--- src/rtl/async_fifo_pkg.sv ---
// rtl/async_fifo_pkg.sv - shared word layout and sizing helpers for the async FIFO packer/unpacker pair
`timescale 1ns/1ps
package async_fifo_pkg;

  // Width of the lane-count field: holds (lanes filled - 1), so RATIO-1 must fit.
  function automatic int cnt_w_f(input int ratio);
    return (ratio > 1) ? $clog2(ratio) : 1;
  endfunction

  // Full FIFO word width: lanes, then lane count, then the last flag on top.
  function automatic int out_width_f(input int in_width, input int ratio);
    return in_width * ratio + cnt_w_f(ratio) + 1;
  endfunction

  localparam int DEF_IN_WIDTH = 8;
  localparam int DEF_RATIO    = 4;
  localparam int DEF_CNT_W    = cnt_w_f(DEF_RATIO);

  // Word layout at the default geometry; the read side decodes with this.
  typedef struct packed {
    logic                                last;
    logic [DEF_CNT_W-1:0]                cnt;
    logic [DEF_IN_WIDTH*DEF_RATIO-1:0]   lanes;
  } pkd_word_t;

  typedef logic [DEF_IN_WIDTH-1:0] lane_arr_t [DEF_RATIO];

  // Lane 0 lands in the least significant byte.
  function automatic pkd_word_t build_word(input lane_arr_t lanes,
                                           input logic [DEF_CNT_W-1:0] cnt,
                                           input logic last);
    pkd_word_t w;
    w.last  = last;
    w.cnt   = cnt;
    w.lanes = '0;
    for (int i = 0; i < DEF_RATIO; i++) begin
      w.lanes[i*DEF_IN_WIDTH +: DEF_IN_WIDTH] = lanes[i];
    end
    return w;
  endfunction

endpackage

--- src/rtl/async_fifo_wr_packer_accum.sv ---
// rtl/async_fifo_wr_packer_accum.sv - lane accumulator holding a partial or one stalled complete word
`timescale 1ns/1ps
module wr_pack_accum
  import async_fifo_pkg::*;
#(
  parameter int IN_WIDTH = 8,
  parameter int RATIO    = 4,
  localparam int CNT_W     = cnt_w_f(RATIO),
  localparam int OUT_WIDTH = out_width_f(IN_WIDTH, RATIO)
) (
  input  logic                 wr_clk,
  input  logic                 rst,
  input  logic                 beat_fire,
  input  logic [IN_WIDTH-1:0]  s_data,
  input  logic                 s_last,
  input  logic                 out_free,
  output logic                 acc_done,
  output logic                 cmpl,
  output logic [OUT_WIDTH-1:0] cmpl_word,
  output logic [OUT_WIDTH-1:0] acc_word
);

  logic [IN_WIDTH*RATIO-1:0] lanes_q, lanes_d, merged;
  logic [CNT_W-1:0]          idx_q, idx_d;
  logic                      done_q, done_d;
  logic                      last_q, last_d;

  // Merge the incoming beat into its lane and decide whether it closes the word.
  always_comb begin
    merged = lanes_q;
    for (int i = 0; i < RATIO; i++) begin
      if (idx_q == CNT_W'(i)) merged[i*IN_WIDTH +: IN_WIDTH] = s_data;
    end
    cmpl      = beat_fire & ((idx_q == CNT_W'(RATIO - 1)) | s_last);
    cmpl_word = {s_last, idx_q, merged};
    acc_word  = {last_q, idx_q, lanes_q};
    acc_done  = done_q;
  end

  // Next accumulator state: restart on hand-off, park a completed word on stall, else fill.
  always_comb begin
    lanes_d = lanes_q;
    idx_d   = idx_q;
    done_d  = done_q;
    last_d  = last_q;
    if (done_q) begin
      if (out_free) begin
        lanes_d = '0;
        idx_d   = '0;
        done_d  = 1'b0;
        last_d  = 1'b0;
      end
    end else if (cmpl) begin
      if (out_free) begin
        lanes_d = '0;
        idx_d   = '0;
        last_d  = 1'b0;
      end else begin
        lanes_d = merged;
        last_d  = s_last;
        done_d  = 1'b1;
      end
    end else if (beat_fire) begin
      lanes_d = merged;
      idx_d   = idx_q + CNT_W'(1);
    end
  end

  // Accumulator registers.
  always_ff @(posedge wr_clk) begin
    if (rst) begin
      lanes_q <= '0;
      idx_q   <= '0;
      done_q  <= 1'b0;
      last_q  <= 1'b0;
    end else begin
      lanes_q <= lanes_d;
      idx_q   <= idx_d;
      done_q  <= done_d;
      last_q  <= last_d;
    end
  end

endmodule

--- src/rtl/async_fifo_wr_packer.sv ---
// rtl/async_fifo_wr_packer.sv - packs narrow beats into wide FIFO words and drives the FIFO write port
`timescale 1ns/1ps
module async_fifo_wr_packer
  import async_fifo_pkg::*;
#(
  parameter int IN_WIDTH = 8,
  parameter int RATIO    = 4,
  localparam int OUT_WIDTH = out_width_f(IN_WIDTH, RATIO)
) (
  input  logic                 wr_clk,
  input  logic                 rst,
  input  logic                 s_valid,
  output logic                 s_ready,
  input  logic [IN_WIDTH-1:0]  s_data,
  input  logic                 s_last,
  input  logic                 fifo_full,
  output logic                 fifo_wr_en,
  output logic [OUT_WIDTH-1:0] fifo_wr_data
);

  logic                 out_valid_q, out_valid_d;
  logic [OUT_WIDTH-1:0] out_word_q, out_word_d;
  logic                 acc_done, cmpl, beat_fire, out_free;
  logic [OUT_WIDTH-1:0] cmpl_word, acc_word;

  wr_pack_accum #(
    .IN_WIDTH (IN_WIDTH),
    .RATIO    (RATIO)
  ) u_accum (
    .wr_clk    (wr_clk),
    .rst       (rst),
    .beat_fire (beat_fire),
    .s_data    (s_data),
    .s_last    (s_last),
    .out_free  (out_free),
    .acc_done  (acc_done),
    .cmpl      (cmpl),
    .cmpl_word (cmpl_word),
    .acc_word  (acc_word)
  );

  // Handshake: input stalls only while a finished word is parked in the accumulator;
  // the output register counts as free in the same cycle it is being written out.
  always_comb begin
    s_ready      = ~rst & ~acc_done;
    beat_fire    = s_valid & s_ready;
    fifo_wr_en   = ~rst & out_valid_q & ~fifo_full;
    out_free     = ~out_valid_q | fifo_wr_en;
    fifo_wr_data = rst ? '0 : out_word_q;
  end

  // Output register load: a parked word takes priority over a freshly completed one.
  always_comb begin
    out_valid_d = out_valid_q;
    out_word_d  = out_word_q;
    if (out_free) begin
      if (acc_done) begin
        out_valid_d = 1'b1;
        out_word_d  = acc_word;
      end else if (cmpl) begin
        out_valid_d = 1'b1;
        out_word_d  = cmpl_word;
      end else begin
        out_valid_d = 1'b0;
      end
    end
  end

  // Output register.
  always_ff @(posedge wr_clk) begin
    if (rst) begin
      out_valid_q <= 1'b0;
      out_word_q  <= '0;
    end else begin
      out_valid_q <= out_valid_d;
      out_word_q  <= out_word_d;
    end
  end

endmodule
--- config.mk ---
export PLATFORM = sky130hd
export DESIGN_NAME = async_fifo_wr_packer
export DESIGN_NICKNAME = d
export VERILOG_FILES = /design/src/rtl/async_fifo_pkg.sv /design/src/rtl/async_fifo_wr_packer_accum.sv /design/src/rtl/async_fifo_wr_packer.sv
export SDC_FILE = /design/constraint.sdc
export NUM_CORES = 1
export LEC_CHECK = 0
export CORE_MARGIN = 2
export CORE_UTILIZATION = 60
export CTS_CLUSTER_DIAMETER = 50
export DETAILED_ROUTE_END_ITERATION = 12
export GPL_TIMING_DRIVEN = 0
export MAX_ROUTING_LAYER = met4
export PLACE_DENSITY_LB_ADDON = 0.1
export SLEW_MARGIN = 20
export SYNTH_ARGS = -nofsm -noshare
export SYNTH_HDL_FRONTEND = slang
export SYNTH_SLANG_ARGS = --single-unit
--- constraint.sdc ---
create_clock -name wr_clk -period 4.25 [get_ports wr_clk]
set_input_delay 0.85 -clock wr_clk [delete_from_list [all_inputs] [get_ports wr_clk]]
set_output_delay 0.85 -clock wr_clk [all_outputs]
set_load 0.01 [all_outputs]
Yosys cells after proc, flatten, opt, wreduce, memory -nomap -nowiden
Index checks and enable logic that the tools add are counted.
{"block": "word_totals", "ff_bits": 72, "inputBits": 13, "word_cells": 53}
{"block": "op_classes", "add_sub_neg": 1, "n_eq_ne": 4, "n_mux": 25, "n_bitwise": 11, "reduce_logical": 6}
{"cell": "$mux 32", "count": 5}
{"cell": "$mux 35", "count": 3}
{"cell": "$mux 8", "count": 4}
{"cell": "$mux 1", "count": 9}
{"cell": "$mux 2", "count": 4}
{"cell": "$reduce_and 2->1", "count": 3}
{"cell": "$and 1x1->1", "count": 5}
{"cell": "$eq 2x2->1 const B", "count": 2}
{"cell": "$not 1->1", "count": 4}
{"cell": "$reduce_bool 3->1", "count": 1}
{"cell": "$add 2x1->2 const B", "count": 1}
{"cell": "$eq 2x1->1 const B", "count": 1}
{"cell": "$logic_not 2->1", "count": 1}
{"cell": "$ne 2x2->1 const B", "count": 1}
{"cell": "$or 1x1->1", "count": 2}
{"cell": "$reduce_bool 2->1", "count": 1}

Longest topological paths before layout
{"block": "logic_depth", "word_depth": 7, "depth_mapped": 8}

Hierarchy
Synthesis repeated with hierarchy kept, for this count alone.
{"block": "unflattened", "hier_cells": 344, "hier_area_um2": 3886.2}
{"module": "async_fifo_wr_packer", "n_inst": 1, "cells_per_inst": 199, "area_each_um2": 2172.1}
{"module": "wr_pack_accum", "n_inst": 1, "cells_per_inst": 145, "area_each_um2": 1714.1}

Worst setup path before layout
Ideal clock, no wire load.
{"block": "synth_timing", "path_kind": "input-to-output", "from": "input port rst", "to": "output port fifo_wr_en", "arrival_ns": 1.788, "setup_slack_ns": 1.612, "stages": 5, "path_cell_list": "buf_4 -> buf_6 -> buf_2 -> buf_2 -> nor3b_1"}
{"block": "synth_between", "elab_chain_len": 3}
{"item": "start, declared", "line": "async_fifo_wr_packer.sv:11", "text": "input logic rst,"}
{"item": "$not 1->1", "line": "async_fifo_wr_packer.sv:47", "text": "fifo_wr_en = ~rst & out_valid_q & ~fifo_full;"}
{"item": "$and 1x1->1 (2 in series)", "line": "async_fifo_wr_packer.sv:47"}
{"item": "end, declared", "line": "async_fifo_wr_packer.sv:17", "text": "output logic fifo_wr_en,"}
Every way passes these cells.

Worst setup path in the final report
{"block": "layout_timing", "from": "input port rst", "to": "output port fifo_wr_data[33]"}
{"block": "layout_between", "elab_chain_len": 1}
{"item": "$mux 35", "line": "async_fifo_wr_packer.sv:49", "text": "fifo_wr_data = rst ? '0 : out_word_q;"}
{"item": "end, declared", "line": "async_fifo_wr_packer.sv:18", "text": "output logic [OUT_WIDTH-1:0] fifo_wr_data"}
Every way passes these cells.

==> results.yml <==
outcome:
  status: "finished, violations left"
  violations: "DRC"
synthesis:
  syn_avg_cell_area_um2: 9.57
  synth_top_flop_cell: "dfxtp_1"
  yosys.cell_types.count: 34
  netlist_area_um2: 4020
  synth_async_sr_flop_share_pct: 0
  yosys_warnings: 0
  synth_nets: 441
  synth-edff-count: 0
  synth_seq_area_share_pct: 35.9
  ys_ff_latch: 72
  synth_cells: 420
floorplan:
  design.core.area_um2: 6420
  rows: 29
  pin_count: 50
  initial_core_util_pct: 62.6
  dieHeight_um: 85.8
  die_x_um: 85.8
  die-area_um2: 7370
clock_tree:
  cts_setup_buffers: 0
  cts_tree: "yes"
  clock_latency_ns: 0.36
  cts-root-buf: "clkbuf_8"
  h-tree-depth: 3
  cts_num_sinks: 72
  cts_hold_buf: 0
  cts_buffers: 9
  clk_pin_slew_ns: 0.07
  clock_path_buffers: 2
  ctsResizeCount: 0
grt:
  first_global_vias: 3133
  antenna_found_initial: 0
  overflow: 0
  track_usage_pct: 27.2
  grt_pass1_wl_mm: 15.4
  grt_max_degree: 13
setup_path:
  critPathCaptureType: "primary output"
  path_class: "in -> out"
  arrival_ns: 2.34
  crit_required_ns: 3.40
  startpoint_type: "input port"
  crit_fanout: 10
timing:
  finalMaxSlewViolations: 0
  min_period_over_period_pct: 75.0
  finalHoldWorstSlack_ns: 0.468
  setup_violations: 0
  hold_viol: 0
  tns_ns: 0
  fmax_ghz: 0.314
  max_slew_margin_pct: 58.5
  worst_slew_pin_slew_ns: 0.616
  rsz0062_at_grt: "no"
  finClkSkew_ns: 0.0137
  finalCriticalPeriod_ns: 3.19
final_layout:
  fill_cells: 484
  drive_gt1_share_pct: 24.0
  multi_input_area_um2: 2340
  final_cell_mix: "dfxtp_1 (72), clkdlybuf4s50_1 (48), nor2_1 (38), nor2b_1 (37), mux2_2 (37)"
  nNetsFinal: 500
  diodes: 0
  final_common_cell: "dfxtp_1"
  synthToLayoutAreaGrowth_pct: 19.9
  regArea_um2: 1440
route:
  ant_nets: 0
  drc: 2
  vias_per_cell: 5.64
  num_vias: 3163
  routedWlPerCell_um: 16.5
  drt_first_pass_iters: 8
  drtIter0Drc: 145
  wl_mm: 9.25
place:
  hpwl_mm: 6.56
  port_buffers: 48
  routabilityCongestion: 0.855
pwr:
  ir_drop_uv: 179
  power.density_nw_per_um2: 306
  p_leak_nw: 1.89
run:
  cap_violations: 0
worst_hold_path:
  holdCritPathClass: "reg -> reg"
cells by family after synthesis:
kind of cell,count (synthesis),share of synthesized area (%)
compound gates,45,6.94
fa+ha+maj,8,2.49
buf+inv,39,5.98
flops,72,35.9
mux,100,29.7
simple gates,156,19.1
worst paths after layout:
| path | start | end | slack, ns | cells after the start |
|---|---|---|---|---|
| setup / recovery | rst | fifo_wr_data[33] | 1.06 | 6 |
| hold / removal | u_accum.lanes_q[7] | u_accum.lanes_q[7] | 0.47 | 2 |
| setup reg to reg | u_accum.idx_q[0] | out_word_q[4] | 2.26 | 8 |
| hold reg to reg | u_accum.lanes_q[7] | u_accum.lanes_q[7] | 0.47 | 2 |
final cells by class:
| cell class | count | share of cell area (%) |
|---|---|---|
| Multi-Input combinational cell | 309 | 48.5 |
| Sequential cell | 72 | 29.9 |
| Timing Repair Buffer | 48 | 9.97 |
| Buffer | 34 | 4.60 |
| Clock buffer | 11 | 2.94 |
| Tap cell | 77 | 2.00 |
| Clock inverter | 5 | 1.66 |
| Inverter | 5 | 0.390 |
flip-flops by register name, summed over array words and instances (netlist names):
| register | count |
|---|---|
| u_accum.lanes_q | 32 |
| u_accum.idx_q | 2 |
| u_accum.acc_done | 1 |
| out_valid_q | 1 |
| u_accum.last_q | 1 |
| out_word_q | 35 |
cell usage after synthesis, types with 6 or more instances:
library cell,n,area share [%]
and2b_1,6,1.1
buf_2,12,1.5
buf_6,8,2.2
clkbuf_1,6,0.56
dfxtp_1,72,36
ha_1,8,2.5
mux2_2,37,10
mux2_4,29,11
mux2i_1,34,8.5
nand2_1,35,3.3
nand3_1,33,4.1
nor2_1,38,3.5
nor2b_1,37,5.8
o21ai_0,29,3.6
o21ai_1,6,0.75
metrics by stage:
step	area (µm²)	setup slack (ns)	utilization [%]	power (mW)	cells
2_1_floorplan	4020	1.61	-	0.817	420
5_1_grt	4820	0.937	75.0	1.52	561
6_report	4820	1.06	75.0	1.47	561
3_3_place_gp	4600	1.10	71.6	0.869	545
3_5_place_dp	4600	1.08	71.6	0.873	545
4_1_cts	4820	1.07	75.0	1.47	561
worst max-delay path: stages:
cell             delay, ns
buf_4                 0.15
inv_2                 0.16
buf_1                 0.40
nand2_1               0.16
inv_1                 0.08
clkdlybuf4s50_1       0.53
layer usage:
layer / vias to the layer above / GRT usage, % / share of wire (%)
met5: - / - / 0
met4: 0 / 9.52 / 2.0
met3: 14 / 3.75 / 4.0
met2: 74 / 44.5 / 49
met1: 1530 / 34.5 / 45
li1: 1545 / - / -
report_power, final:
| group | leakage [nW] | internal, mW | switching, mW | total [mW] |
|---|---|---|---|---|
| clock network | 0.106 | 0.346 | 0.268 | 0.614 |
| logic | 1.20 | 0.0727 | 0.0946 | 0.167 |
| registers | 0.582 | 0.684 | 0.00641 | 0.691 |
Note: power is estimated with default switching activity, not from simulation.
